`src/rtl/instruction_control_fsm_pkg.sv`:
```
// Shared ISA definitions for the instruction control FSM and the PC-side decode:
// opcode/ext fields, condition codes, flag bit positions, FSM encodings, cond_met().
package instruction_control_fsm_pkg;

    localparam logic [3:0] OP_ALU   = 4'b0000;
    localparam logic [3:0] OP_ANDI  = 4'b0001;
    localparam logic [3:0] OP_ORI   = 4'b0010;
    localparam logic [3:0] OP_XORI  = 4'b0011;
    localparam logic [3:0] OP_MEM   = 4'b0100;
    localparam logic [3:0] OP_BCOND = 4'b1100;
    localparam logic [3:0] OP_LUI   = 4'b1111;

    localparam logic [3:0] EXT_LOAD  = 4'b0000;
    localparam logic [3:0] EXT_STOR  = 4'b0100;
    localparam logic [3:0] EXT_JAL   = 4'b1000;
    localparam logic [3:0] EXT_JCOND = 4'b1100;

    localparam logic [3:0] COND_EQ  = 4'd0;
    localparam logic [3:0] COND_NE  = 4'd1;
    localparam logic [3:0] COND_CS  = 4'd2;
    localparam logic [3:0] COND_CC  = 4'd3;
    localparam logic [3:0] COND_HI  = 4'd4;
    localparam logic [3:0] COND_LS  = 4'd5;
    localparam logic [3:0] COND_GT  = 4'd6;
    localparam logic [3:0] COND_LE  = 4'd7;
    localparam logic [3:0] COND_FS  = 4'd8;
    localparam logic [3:0] COND_FC  = 4'd9;
    localparam logic [3:0] COND_LO  = 4'd10;
    localparam logic [3:0] COND_HS  = 4'd11;
    localparam logic [3:0] COND_LT  = 4'd12;
    localparam logic [3:0] COND_GE  = 4'd13;
    localparam logic [3:0] COND_UC  = 4'd14;
    localparam logic [3:0] COND_JAL = 4'd15;

    localparam int unsigned FLAG_C = 0;
    localparam int unsigned FLAG_L = 1;
    localparam int unsigned FLAG_F = 2;
    localparam int unsigned FLAG_Z = 3;
    localparam int unsigned FLAG_N = 4;

    localparam logic [2:0] ST_FETCH  = 3'd0;
    localparam logic [2:0] ST_DECODE = 3'd1;
    localparam logic [2:0] ST_EXEC   = 3'd2;
    localparam logic [2:0] ST_MEM_WB = 3'd3;
    localparam logic [2:0] ST_HALT   = 3'd4;

    localparam logic [1:0] WB_SEL_ALU  = 2'd0;
    localparam logic [1:0] WB_SEL_MEM  = 2'd1;
    localparam logic [1:0] WB_SEL_LINK = 2'd2;

    function automatic logic cond_met(input logic [3:0] cond, input logic [4:0] flags);
        logic c, l, f, z, n;
        c = flags[FLAG_C];
        l = flags[FLAG_L];
        f = flags[FLAG_F];
        z = flags[FLAG_Z];
        n = flags[FLAG_N];
        case (cond)
            COND_EQ: cond_met = z;
            COND_NE: cond_met = !z;
            COND_CS: cond_met = c;
            COND_CC: cond_met = !c;
            COND_HI: cond_met = l;
            COND_LS: cond_met = !l;
            COND_GT: cond_met = n;
            COND_LE: cond_met = !n;
            COND_FS: cond_met = f;
            COND_FC: cond_met = !f;
            COND_LO: cond_met = !l && !z;
            COND_HS: cond_met = l || z;
            COND_LT: cond_met = !n && !z;
            COND_GE: cond_met = n || z;
            COND_UC: cond_met = 1'b1;
            default: cond_met = 1'b0;
        endcase
    endfunction

endpackage

```
`src/rtl/instruction_control_fsm_if.sv`:
```
// Memory/datapath/PC-facing bundle of the instruction control FSM.
interface instruction_control_fsm_if #(
    parameter int unsigned WIDTH = 16
);
    logic [WIDTH-1:0] instr_in;
    logic [4:0]       flag_register;
    logic [WIDTH-1:0] pc_address;

    logic             mem_addr_sel;
    logic             mem_write;
    logic             reg_write;
    logic [1:0]       reg_write_sel;
    logic [3:0]       r_dest;
    logic [3:0]       r_src;
    logic [7:0]       alu_op;
    logic             alu_imm_sel;
    logic [WIDTH-1:0] immediate;
    logic [WIDTH-1:0] link_value;
    logic             flag_write;
    logic [3:0]       flag_op;
    logic             pc_add;
    logic             pc_jump;
    logic             pc_branch;
    logic             halted;

    modport master (
        input  instr_in, flag_register, pc_address,
        output mem_addr_sel, mem_write, reg_write, reg_write_sel, r_dest, r_src,
               alu_op, alu_imm_sel, immediate, link_value, flag_write, flag_op,
               pc_add, pc_jump, pc_branch, halted
    );

    modport slave (
        output instr_in, flag_register, pc_address,
        input  mem_addr_sel, mem_write, reg_write, reg_write_sel, r_dest, r_src,
               alu_op, alu_imm_sel, immediate, link_value, flag_write, flag_op,
               pc_add, pc_jump, pc_branch, halted
    );
endinterface

```
`src/rtl/instruction_control_fsm_branch_cond_eval.sv`:
```
// Combinational branch condition evaluator wrapping the shared cond_met().
module branch_cond_eval
    import instruction_control_fsm_pkg::*;
(
    input  logic [3:0] cond,
    input  logic [4:0] flags,
    output logic       met
);
    assign met = cond_met(cond, flags);
endmodule

```
`src/rtl/instruction_control_fsm.sv`:
```
// Multi-cycle fetch/decode/execute control FSM driving datapath strobes and the
// PC command interface; each instruction retires with exactly one PC strobe.
module instruction_control_fsm
    import instruction_control_fsm_pkg::*;
#(
    parameter int unsigned      WIDTH     = 16,
    parameter logic [WIDTH-1:0] HALT_WORD = 16'hFFFF
) (
    input logic                       clk,
    input logic                       reset,
    instruction_control_fsm_if.master bus
);

    logic [2:0]       state;
    logic [2:0]       state_next;
    logic [WIDTH-1:0] ir;

    logic [3:0] op;
    logic [3:0] ext;
    logic       is_alu_reg, is_logic_imm, is_lui, is_mem, is_bcond;
    logic       is_load, is_stor, is_jcond, is_jal;
    logic       branch_taken;

    logic [WIDTH-1:0] imm_zx, imm_sx, imm_hi;

    logic       mem_addr_sel, mem_write, reg_write, alu_imm_sel, flag_write;
    logic [1:0] reg_write_sel;
    logic       pc_add, pc_jump, pc_branch, halted;

    assign op  = ir[15:12];
    assign ext = ir[7:4];

    assign is_alu_reg   = (op == OP_ALU);
    assign is_logic_imm = (op == OP_ANDI) || (op == OP_ORI) || (op == OP_XORI);
    assign is_lui       = (op == OP_LUI);
    assign is_mem       = (op == OP_MEM);
    assign is_bcond     = (op == OP_BCOND);
    assign is_load      = is_mem && (ext == EXT_LOAD);
    assign is_stor      = is_mem && (ext == EXT_STOR);
    assign is_jcond     = is_mem && (ext == EXT_JCOND);
    assign is_jal       = is_mem && (ext == EXT_JAL);

    branch_cond_eval u_cond (
        .cond  (ir[11:8]),
        .flags (bus.flag_register),
        .met   (branch_taken)
    );

    always_ff @(posedge clk) begin
        if (reset) begin
            state <= ST_FETCH;
            ir    <= '0;
        end else begin
            state <= state_next;
            if (state == ST_DECODE) begin
                ir <= bus.instr_in;
            end
        end
    end

    always_comb begin
        state_next = state;
        case (state)
            ST_FETCH:  state_next = ST_DECODE;
            ST_DECODE: state_next = (bus.instr_in == HALT_WORD) ? ST_HALT : ST_EXEC;
            ST_EXEC:   state_next = is_load ? ST_MEM_WB : ST_FETCH;
            ST_MEM_WB: state_next = ST_FETCH;
            ST_HALT:   state_next = ST_HALT;
            default:   state_next = ST_FETCH;
        endcase
    end

    // Reset gates every strobe combinationally so an aborted instruction never retires.
    always_comb begin
        mem_addr_sel  = 1'b0;
        mem_write     = 1'b0;
        reg_write     = 1'b0;
        reg_write_sel = WB_SEL_ALU;
        alu_imm_sel   = 1'b0;
        flag_write    = 1'b0;
        pc_add        = 1'b0;
        pc_jump       = 1'b0;
        pc_branch     = 1'b0;
        halted        = 1'b0;
        if (!reset) begin
            case (state)
                ST_EXEC: begin
                    if (is_alu_reg) begin
                        reg_write  = 1'b1;
                        flag_write = 1'b1;
                        pc_add     = 1'b1;
                    end else if (is_lui) begin
                        alu_imm_sel = 1'b1;
                        reg_write   = 1'b1;
                        pc_add      = 1'b1;
                    end else if (is_bcond) begin
                        pc_branch = branch_taken;
                        pc_add    = !branch_taken;
                    end else if (is_load) begin
                        mem_addr_sel = 1'b1;
                    end else if (is_stor) begin
                        mem_addr_sel = 1'b1;
                        mem_write    = 1'b1;
                        pc_add       = 1'b1;
                    end else if (is_jcond) begin
                        pc_jump = 1'b1;
                    end else if (is_jal) begin
                        reg_write     = 1'b1;
                        reg_write_sel = WB_SEL_LINK;
                        pc_jump       = 1'b1;
                    end else if (is_mem) begin
                        pc_add = 1'b1;
                    end else begin
                        alu_imm_sel = 1'b1;
                        reg_write   = 1'b1;
                        flag_write  = 1'b1;
                        pc_add      = 1'b1;
                    end
                end
                ST_MEM_WB: begin
                    reg_write     = 1'b1;
                    reg_write_sel = WB_SEL_MEM;
                    pc_add        = 1'b1;
                end
                ST_HALT: halted = 1'b1;
                default: ;
            endcase
        end
    end

    assign imm_zx = WIDTH'(ir[7:0]);
    assign imm_sx = WIDTH'($signed(ir[7:0]));
    assign imm_hi = WIDTH'({ir[7:0], 8'h00});

    assign bus.immediate  = is_lui ? imm_hi : (is_logic_imm ? imm_zx : imm_sx);
    assign bus.flag_op    = is_jal ? COND_JAL : ((is_bcond || is_jcond) ? ir[11:8] : COND_JAL);
    assign bus.r_dest     = ir[11:8];
    assign bus.r_src      = ir[3:0];
    assign bus.alu_op     = {ir[15:12], ir[7:4]};
    assign bus.link_value = bus.pc_address + WIDTH'(1);

    assign bus.mem_addr_sel  = mem_addr_sel;
    assign bus.mem_write     = mem_write;
    assign bus.reg_write     = reg_write;
    assign bus.reg_write_sel = reg_write_sel;
    assign bus.alu_imm_sel   = alu_imm_sel;
    assign bus.flag_write    = flag_write;
    assign bus.pc_add        = pc_add;
    assign bus.pc_jump       = pc_jump;
    assign bus.pc_branch     = pc_branch;
    assign bus.halted        = halted;

endmodule
```
`src/flat_wrapper.sv`:
```
// flat-port wrapper written by rule: the top's interface ports become plain ports
module instruction_control_fsm_flat import instruction_control_fsm_pkg::*;
#(
    parameter int unsigned      WIDTH     = 16,
    parameter logic [WIDTH-1:0] HALT_WORD = 16'hFFFF
)
  (clk, reset, bus_instr_in, bus_flag_register, bus_pc_address, bus_mem_addr_sel, bus_mem_write, bus_reg_write, bus_reg_write_sel, bus_r_dest, bus_r_src, bus_alu_op, bus_alu_imm_sel, bus_immediate, bus_link_value, bus_flag_write, bus_flag_op, bus_pc_add, bus_pc_jump, bus_pc_branch, bus_halted);
  instruction_control_fsm_if #(.WIDTH(WIDTH)) bus_i ();
  input logic clk;
  input logic reset;
  input wire logic [$bits(bus_i.instr_in)-1:0] bus_instr_in;
  input wire logic [$bits(bus_i.flag_register)-1:0] bus_flag_register;
  input wire logic [$bits(bus_i.pc_address)-1:0] bus_pc_address;
  output wire logic [$bits(bus_i.mem_addr_sel)-1:0] bus_mem_addr_sel;
  output wire logic [$bits(bus_i.mem_write)-1:0] bus_mem_write;
  output wire logic [$bits(bus_i.reg_write)-1:0] bus_reg_write;
  output wire logic [$bits(bus_i.reg_write_sel)-1:0] bus_reg_write_sel;
  output wire logic [$bits(bus_i.r_dest)-1:0] bus_r_dest;
  output wire logic [$bits(bus_i.r_src)-1:0] bus_r_src;
  output wire logic [$bits(bus_i.alu_op)-1:0] bus_alu_op;
  output wire logic [$bits(bus_i.alu_imm_sel)-1:0] bus_alu_imm_sel;
  output wire logic [$bits(bus_i.immediate)-1:0] bus_immediate;
  output wire logic [$bits(bus_i.link_value)-1:0] bus_link_value;
  output wire logic [$bits(bus_i.flag_write)-1:0] bus_flag_write;
  output wire logic [$bits(bus_i.flag_op)-1:0] bus_flag_op;
  output wire logic [$bits(bus_i.pc_add)-1:0] bus_pc_add;
  output wire logic [$bits(bus_i.pc_jump)-1:0] bus_pc_jump;
  output wire logic [$bits(bus_i.pc_branch)-1:0] bus_pc_branch;
  output wire logic [$bits(bus_i.halted)-1:0] bus_halted;
  assign bus_i.instr_in = bus_instr_in;
  assign bus_i.flag_register = bus_flag_register;
  assign bus_i.pc_address = bus_pc_address;
  assign bus_mem_addr_sel = bus_i.mem_addr_sel;
  assign bus_mem_write = bus_i.mem_write;
  assign bus_reg_write = bus_i.reg_write;
  assign bus_reg_write_sel = bus_i.reg_write_sel;
  assign bus_r_dest = bus_i.r_dest;
  assign bus_r_src = bus_i.r_src;
  assign bus_alu_op = bus_i.alu_op;
  assign bus_alu_imm_sel = bus_i.alu_imm_sel;
  assign bus_immediate = bus_i.immediate;
  assign bus_link_value = bus_i.link_value;
  assign bus_flag_write = bus_i.flag_write;
  assign bus_flag_op = bus_i.flag_op;
  assign bus_pc_add = bus_i.pc_add;
  assign bus_pc_jump = bus_i.pc_jump;
  assign bus_pc_branch = bus_i.pc_branch;
  assign bus_halted = bus_i.halted;
  instruction_control_fsm #(.WIDTH(WIDTH), .HALT_WORD(HALT_WORD)) u_core (.clk(clk), .reset(reset), .bus(bus_i));
endmodule
```
`config.mk`:
```
export PLATFORM = sky130hd
export DESIGN_NAME = instruction_control_fsm_flat
export DESIGN_NICKNAME = d
export VERILOG_FILES = /design/src/rtl/instruction_control_fsm_pkg.sv /design/src/rtl/instruction_control_fsm_if.sv /design/src/rtl/instruction_control_fsm_branch_cond_eval.sv /design/src/rtl/instruction_control_fsm.sv /design/src/flat_wrapper.sv
export SDC_FILE = /design/constraint.sdc
export NUM_CORES = 1
export LEC_CHECK = 0
export ABC_AREA = 1
export CAP_MARGIN = 5
export CORE_MARGIN = 4
export CORE_UTILIZATION = 39
export CTS_CLUSTER_DIAMETER = 80
export DETAILED_ROUTE_END_ITERATION = 6
export MAX_ROUTING_LAYER = met4
export PLACE_DENSITY = 0.89
export SETUP_SLACK_MARGIN = 0.4
export SLEW_MARGIN = 20
export SYNTH_ARGS = -nofsm -noshare
export SYNTH_HDL_FRONTEND = slang
export SYNTH_SLANG_ARGS = --single-unit
```
`constraint.sdc`:
```
create_clock -name clk -period 3.7 [get_ports clk]
set_clock_uncertainty 0.05 [all_clocks]
set_input_delay 0.555 -clock clk [delete_from_list [all_inputs] [get_ports clk]]
set_output_delay 0.555 -clock clk [all_outputs]
set_load 0.005 [all_outputs]
```
After elaboration in Yosys (flattened, before gate mapping) --
Cells that the tools add are included.
Cells by class: mux-type cells 78, multipliers 0, divide/modulo/power cells 0, shift-type cells 0, $add $sub $neg 1, equal/unequal tests 28, reduce and logical (&&, ||, !) cells 21, $lt $le $gt $ge 0, bitwise operators 0
Operators with widths (count):
- two-way mux 1 bit | 59
- equality test 4 bit (second input constant) | 11
- two-way mux 16 bit | 2
- equality test 4 x 3 -> 1 bit (second input constant) | 6
- two-way mux 2 bit | 9
- adder 16 x 1 -> 16 bit (second input constant) | 1
- equality test 16 bit (second input constant) | 1
- equality test 4 x 2 -> 1 bit (second input constant) | 4
- one-hot mux 1 bit (15 select lines) | 1
- logical NOT 4 bit | 3
- one-hot mux 3 bit (4 select lines) | 1
- equality test 4 x 1 -> 1 bit (second input constant) | 2
- two-way mux 4 bit | 2
- equality test 3 x 2 -> 1 bit (second input constant) | 2
- logical AND 1 bit | 6
- logical NOT 1 bit | 6
- logical OR 1 bit | 5
- one-hot mux 1 bit (2 select lines) | 2
- one-hot mux 2 bit (2 select lines) | 1
- equality test 3 x 1 -> 1 bit (second input constant) | 1
- equality test 3 bit (second input constant) | 1
- logical NOT 3 bit | 1
- two-way mux 3 bit | 1
Storage, ports and cells: latch bits 0, memory bits (writable) 0, register bits after elaboration 19, memories 0, output and inout port bits 63, ROM bits 0, input port bits 39, word-level logic and storage cells 130

Depth between registers and ports, before layout --
Gate-level depths: netlist (run 1).
depth in word-level cells 11, gate-level depth with buffers 12, gate-level depth less buffers 12

Modules after synthesis --
From an unflattened synthesis (run 1), not the netlist that was laid out.
Unflattened totals: cell total of the unflattened synthesis 280, area total of the unflattened synthesis 1779.2 um^2
Modules (own cells, without submodules):
- instruction_control_fsm | cells each 222, area each 1545.2 um^2, seq. area each 380.4 um^2, instances 1
- branch_cond_eval | cells each 58, area each 234.0 um^2, seq. area each 0.0 um^2, instances 1

Worst setup path after synthesis (run 1) --
Ideal clock, no wire load.
path kind input to output, start point input bus_pc_address[0], end point output bus_link_value[14], path slack 1.540 ns, stages 8, data required time 3.095 ns, arrival 1.555 ns, buffers on the path 0, path through ha_1 nand3_2 nor2_2 nand3_2 nor2_2 nand2_1 nor3_2 xor2_1
On the way: word-level cells in the longest chain between the ends 1
Ends and longest elaborated chain:
- start, declared | line flat_wrapper.sv:13 | input wire logic [$bits(bus_i.pc_address)-1:0] bus_pc_address;
- adder 16 x 1 -> 16 bit | line instruction_control_fsm.sv:140 | assign bus.link_value = bus.pc_address + WIDTH'(1);
- end, declared | line flat_wrapper.sv:23 | output wire logic [$bits(bus_i.link_value)-1:0] bus_link_value;
No other way between the ends.

Worst setup path in the final report (run 1) --
start point input bus_pc_address[1], end point output bus_link_value[15]
The elaborated chain is that of the path after synthesis.

==> results by group, run 1 <==
Worst setup path
  – Critical Path RT: 3.09 ns
  – Worst r2r src: u_core.state[0]
  – Reg2reg end: u_core.state[2]
  – Flop2flop setup slack: 1.61 ns
  – CP Launch Point: bus_pc_address[1]
  – Crit path capture type: output pin
  – Crit Path Category: primary input to output pin
  – Startpoint Class: primary input
  – Max FO, Critical Path: 3
  – Reg2reg path depth: 5
  – CP arrival: 2.52 ns

Power and ir drop
  – Static leakage: 1.12 nW
  – Peak supply drop: 0.211 mV
  – Pwr dens: 252 nW/µm²

Min path
  – Hold Crit Start: u_core.ir[0]
  – Min-Delay Endpoint: u_core.ir[0]
  – Hold depth: 2
  – Hold Path Class: flip-flop to flip-flop

Drt
  – Final wirelength: 5290 µm
  – Final ANT Viol Nets: 0
  – Drt drc: 0
  – Total number of vias: 2046
  – DRT Pass-1 Iters: 6
  – Avg WL per Cell: 13.1 µm
  – Iteration-0 DRC Markers: 91
  – Vias per cell: 5.08

Final layout
  – P&R area growth vs syn: 74.2%
  – Ratio of cells with drive above 1 in the final layout: 7.61%
  – Finished Layout Cells: 403
  – Most frequent cells in the layout: 99 x clkdlybuf4s50_1, 51 x nand2_1, 43 x nor2_1
  – Ant diodes: 0
  – Commonest non-fill, non-tap cell in the layout: clkdlybuf4s50_1
  – Layout net count: 396

Die
  – I/O Pins: 102
  – Die area: 5020 µm²
  – Die Ht: 70.8 µm
  – # rows: 22
  – CORE AREA: 3740 µm²
  – Die W: 70.8 µm
  – Initial Util: 41.1%

Synthesis
  – Post-Syn Nets: 291
  – Syn Inst Count: 251
  – Synth area leaders: dfxtp_1 25%, nand2_1 12%, nor2_1 10%
  – Yosys top cell by area: dfxtp_1
  – Synth cell types: 27
  – Most common flop cell mapped by yosys: dfxtp_1
  – Cell Area, Synth: 1540 µm²
  – Seq/Total Area, Yosys: 24.7%
  – Synth top area share: 24.7%
  – Yosys warns: 0
  – Avg Cell Area, Syn: 6.14 µm²
  – Number of synthesized flops with an enable pin: 0
  – Asr flop ratio synth: 0%
  – Yosys reg bits: 19

Global route
  – Initial antenna violation count: 0
  – Total global-route track usage: 21.0%
  – GRT Residual Overflow: 0
  – Global-route wire length before repair: 8440 µm
  – Number of global-route vias before repair: 1896
  – Pin count of the biggest net entering global routing: 23

STA
  – Fmax: 0.320 GHz
  – Least-Margin Pin Slew: 0.753 ns
  – Slew Viols, Final: 0
  – Hold Violations, Final: 0
  – Worst setup margin: 0.575 ns
  – Fin crit share: 84.5%
  – Setup TNS: 0 ns
  – Final setup fails: 0
  – RSZ-0062 raised after global routing: no
  – Final min period: 3.13 ns
  – Relative slew slack: 49.5%

CTS
  – CTS sink cnt: 19
  – Reg clk slew, reported paths: 0.07 ns
  – Worst-skew pair later-pin latency: 0.26 ns
  – H-tree depth: 1
  – Deepest clock path buffer count: 2
  – CTS tree: yes
  – CTS Buf Count: 3
  – CTS Root Cell: clkbuf_8

Placement
  – IO Port Bufs: 101
  – Dpl cells: 395
  – Pre-CTS setup slack: 0.402 ns
  – Gp weighted congestion: 0.941
  – Hpwl dp: 4250 µm

Flow run
  – Max Cap Viol: 0

Status
  – Outcome: complete, no violations
## sequential cells by signal (all words and copies together) (netlist names)
register and cells:
u_core.state 3, u_core.ir 16
## worst max path at each step
stage                    endpoint
2_1_floorplan  bus_link_value[14]
3_3_place_gp   bus_link_value[14]
3_5_place_dp   bus_link_value[14]
4_1_cts        bus_link_value[14]
5_1_grt        bus_link_value[15]
6_report       bus_link_value[15]
## synth_stat cells, types with 2 or more instances
| cell | instances |
|---|---|
| clkbuf_1 | 3 |
| inv_1 | 36 |
| dfxtp_1 | 19 |
| buf_2 | 2 |
| nand3_1 | 16 |
| o21ai_0 | 7 |
| xor2_1 | 10 |
| nor2_1 | 43 |
| inv_2 | 4 |
| nand4_1 | 4 |
| a211oi_1 | 14 |
| nor3_1 | 10 |
| nor2_2 | 5 |
| nor3_2 | 3 |
| a21oi_1 | 7 |
| nand3_2 | 4 |
| xnor2_1 | 4 |
| nand2_1 | 51 |
## power by group
group / switching [mW] / internal (mW) / total (mW)
Sequential: 0.0235 / 0.223 / 0.247
Clock: 0.0707 / 0.0767 / 0.147
Combinational: 0.124 / 0.156 / 0.280
Total: 0.218 / 0.456 / 0.675
## worst max-delay path: stages
cell and delay, ns:
clkdlybuf4s50_1 0.49, nand2_1 0.07, nor2_2 0.15, nand3_2 0.13
nor3_4 0.24, nand3_2 0.12, nor2_2 0.11, xor2_1 0.14
clkdlybuf4s50_1 0.51
## cell type report
type,instances,area (µm²)
Clock buffer,4,45.0
Fill cell,310,1060
Inverter,40,150
Multi-Input combinational cell,186,993
Sequential cell,19,380
Tap cell,48,60.1
Timing Repair Buffer,106,1050
## routing by layer
metal / vias to the layer above / routed length (µm) / global-route usage (%)
met5: - / 0 / -
met4: 0 / 39 / 5.22
met3: 5 / 373 / 2.98
met2: 105 / 2740 / 37.1
met1: 911 / 2140 / 24.9
li1: 1025 / - / -
## logic make-up (layout without fill, tap and decap cells)
family	count (synthesis)	after routing	share of synthesized area (%)
compound gates	32	32	13.1
xor+xnor	14	14	7.96
fa+ha+maj	1	1	0.812
buf+inv	46	150	11.6
flops	19	19	24.7
simple gates	139	139	41.8
## stage by stage
stage	instance area [µm²]	power (mW)	hold WS, ns	util [%]
6_report	2680	0.675	0.453	71.7
5_1_grt	2680	0.715	0.489	71.7
4_1_cts	2640	0.672	0.455	70.4
3_5_place_dp	2590	0.528	0.441	69.2
3_3_place_gp	2590	0.523	0.436	69.2
2_1_floorplan	1540	0.361	0.433	-
## repair_timing
action	CTS	global route
buffers inserted	0	4
hold buffers	0	0
resized for setup	0	5
setup endpoints to repair	0	2
Power figures use the tool's default switching activity.
==> run 2, diff against run 1 <==
--- a/config.mk
+++ b/config.mk
@@ -8,11 +8,11 @@
 export ABC_AREA = 1
 export CAP_MARGIN = 5
 export CORE_MARGIN = 4
-export CORE_UTILIZATION = 39
+export CORE_UTILIZATION = 36
 export CTS_CLUSTER_DIAMETER = 80
 export DETAILED_ROUTE_END_ITERATION = 6
 export MAX_ROUTING_LAYER = met4
-export PLACE_DENSITY = 0.89
+export PLACE_DENSITY = 0.84
 export SETUP_SLACK_MARGIN = 0.4
 export SLEW_MARGIN = 20
 export SYNTH_ARGS = -nofsm -noshare
==> constraint.sdc (replaced) <==
create_clock -name clk -period 3.15 [get_ports clk]
set_clock_uncertainty 0.05 [all_clocks]
set_input_delay 0.4725 -clock clk [delete_from_list [all_inputs] [get_ports clk]]
set_output_delay 0.4725 -clock clk [all_outputs]
set_load 0.005 [all_outputs]
==> results by group, run 2 (synthesized netlist as in run 1, its figures left out) <==
Status
  – Outcome: complete, no violations

STA
  – Final setup fails: 0
  – Worst setup margin: 0.391 ns
  – Fmax: 0.362 GHz
  – Least-Margin Pin Slew: 0.614 ns
  – Fin crit share: 87.6%
  – Setup TNS: 0 ns
  – RSZ-0062 raised after global routing: yes
  – Slew Viols, Final: 0
  – Hold Violations, Final: 0
  – Relative slew slack: 59.0%
  – WHS: 0.453 ns
  – Final min period: 2.76 ns

Power and ir drop
  – Pwr dens: 293 nW/µm²
  – Static leakage: 1.18 nW
  – Peak supply drop: 0.260 mV

Final layout
  – Most flops, register: u_core.ir
  – Ant diodes: 0
  – Most frequent cells in the layout: 89 x clkdlybuf4s50_1, 50 x nand2_1, 42 x nor2_1
  – Non-Filler Cell Area, Final: 2720 µm²
  – Commonest non-fill, non-tap cell in the layout: clkdlybuf4s50_1
  – Ratio of cells with drive above 1 in the final layout: 10.1%
  – Max FFs per register: 16
  – Largest registers: u_core.ir: 16 flops, u_core.state: 3 flops
  – P&R area growth vs syn: 76.5%
  – FILL cells: 356
  – Layout net count: 399

Drt
  – Total number of vias: 2009
  – Iteration-0 DRC Markers: 67
  – DRT Pass-1 Iters: 4
  – Routed metal-1 wirelength: 2180 µm
  – Uppermost layer routed: met4
  – Drt drc: 0
  – DR WL met2: 2650 µm
  – Final ANT Viol Nets: 0
  – Avg WL per Cell: 13.2 µm
  – Vias per cell: 4.92
  – Metal3 WL: 474 µm
  – Final wirelength: 5370 µm

Placement
  – IO Port Bufs: 101
  – Pre-CTS setup slack: 0.0442 ns
  – Gp weighted congestion: 0.869
  – Hpwl dp: 4230 µm
  – Placed Area: 2600 µm²

CTS
  – H-tree depth: 1
  – Deepest clock path buffer count: 2
  – Reg clk slew, reported paths: 0.07 ns
  – Hold-fix buffers, CTS: 0
  – CTS Root Cell: clkbuf_8
  – Worst-skew pair later-pin latency: 0.25 ns
  – CTS sink cnt: 19
  – CTS tree: yes
  – CTS Buf Count: 3

Die
  – CORE AREA: 4060 µm²
  – Die Ht: 73.4 µm
  – Die area: 5390 µm²
  – # rows: 23
  – Die W: 73.4 µm
  – I/O Pins: 102
  – Initial Util: 38.0%

Global route
  – Pin count of the biggest net entering global routing: 23
  – Number of global-route vias before repair: 1904
  – Initial antenna violation count: 0
  – GRT Residual Overflow: 0
  – Total global-route track usage: 19.9%
  – Global-route wire length before repair: 8400 µm

Worst setup path
  – Critical Path RT: 2.63 ns
  – Crit Path Category: primary input to output pin
  – Crit path capture type: output pin
  – CP arrival: 2.24 ns
  – Max FO, Critical Path: 2
  – Startpoint Class: primary input

Min path
  – Hold Path Class: flip-flop to flip-flop

Flow run
  – Max Cap Viol: 0
## run 2: cell count changes in the layout (fill, tap and decap cells not counted), moves of 2 or more
| cell | before | now |
|---|---|---|
| buf_4 | 5 | 8 |
| clkdlybuf4s50_1 | 99 | 89 |
| nor3_2 | 3 | 5 |
| nor3_1 | 10 | 8 |
| dlygate4sd2_1 | 0 | 9 |
## run 2: final cells by class
| type | count | area, µm² | share of cell area, % |
|---|---|---|---|
| clock buffer | 4 | 45.0 | 1.66 |
| sequential | 19 | 382 | 14.0 |
| inverter | 40 | 150 | 5.52 |
| timing repair buffer | 109 | 1070 | 39.3 |
| multi-input combinational | 186 | 1010 | 37.2 |
| tap | 50 | 62.6 | 2.30 |
## run 2: path summary, 6_finish.rpt
check	endpoint	slack, ns	from	cells past startpoint
setup / recovery	bus_link_value[14]	0.39	bus_pc_address[0]	10
hold / removal	u_core.ir[0]	0.45	u_core.ir[0]	2
setup reg to reg	u_core.state[2]	1.70	u_core.state[0]	5
hold reg to reg	u_core.ir[0]	0.45	u_core.ir[0]	2
## run 2: critical path, stage by stage
cell	delay, ns
clkdlybuf4s50_1	0.50
ha_2	0.19
nand3_2	0.11
nor2_4	0.13
nand3_2	0.11
nor2_4	0.13
nand2_2	0.08
nor3_2	0.13
xor2_1	0.15
dlygate4sd2_1	0.24
## run 2: per-layer routing
| metal | up-vias | global-route usage (%) |
|---|---|---|
| li1 | 1027 | - |
| met1 | 882 | 23.3 |
| met2 | 91 | 34.9 |
| met3 | 9 | 3.56 |
| met4 | 0 | 5.23 |
| met5 | - | - |
## run 2: what timing repair did
item / CTS / global route
endpoints found under the setup margin: 9 / 12
pin swaps: 2 / 4
setup buffers: 3 / 3
gates resized for setup: 14 / 7
endpoints found under the hold margin: 0 / 0
## run 2: through the flow
stage	total power [mW]	utilization, %	cells
2_1_floorplan	0.424	-	251
3_3_place_gp	0.620	64.1	398
3_5_place_dp	0.623	64.1	398
4_1_cts	0.790	65.9	405
5_1_grt	0.843	67.0	408
6_report	0.796	67.0	408
## run 2: report_power, final
part           internal (mW)  total, mW  switching [mW]
sequential             0.263      0.291          0.0281
clock                 0.0900      0.174          0.0836
combinational          0.182      0.332           0.149
total                  0.535      0.796           0.261
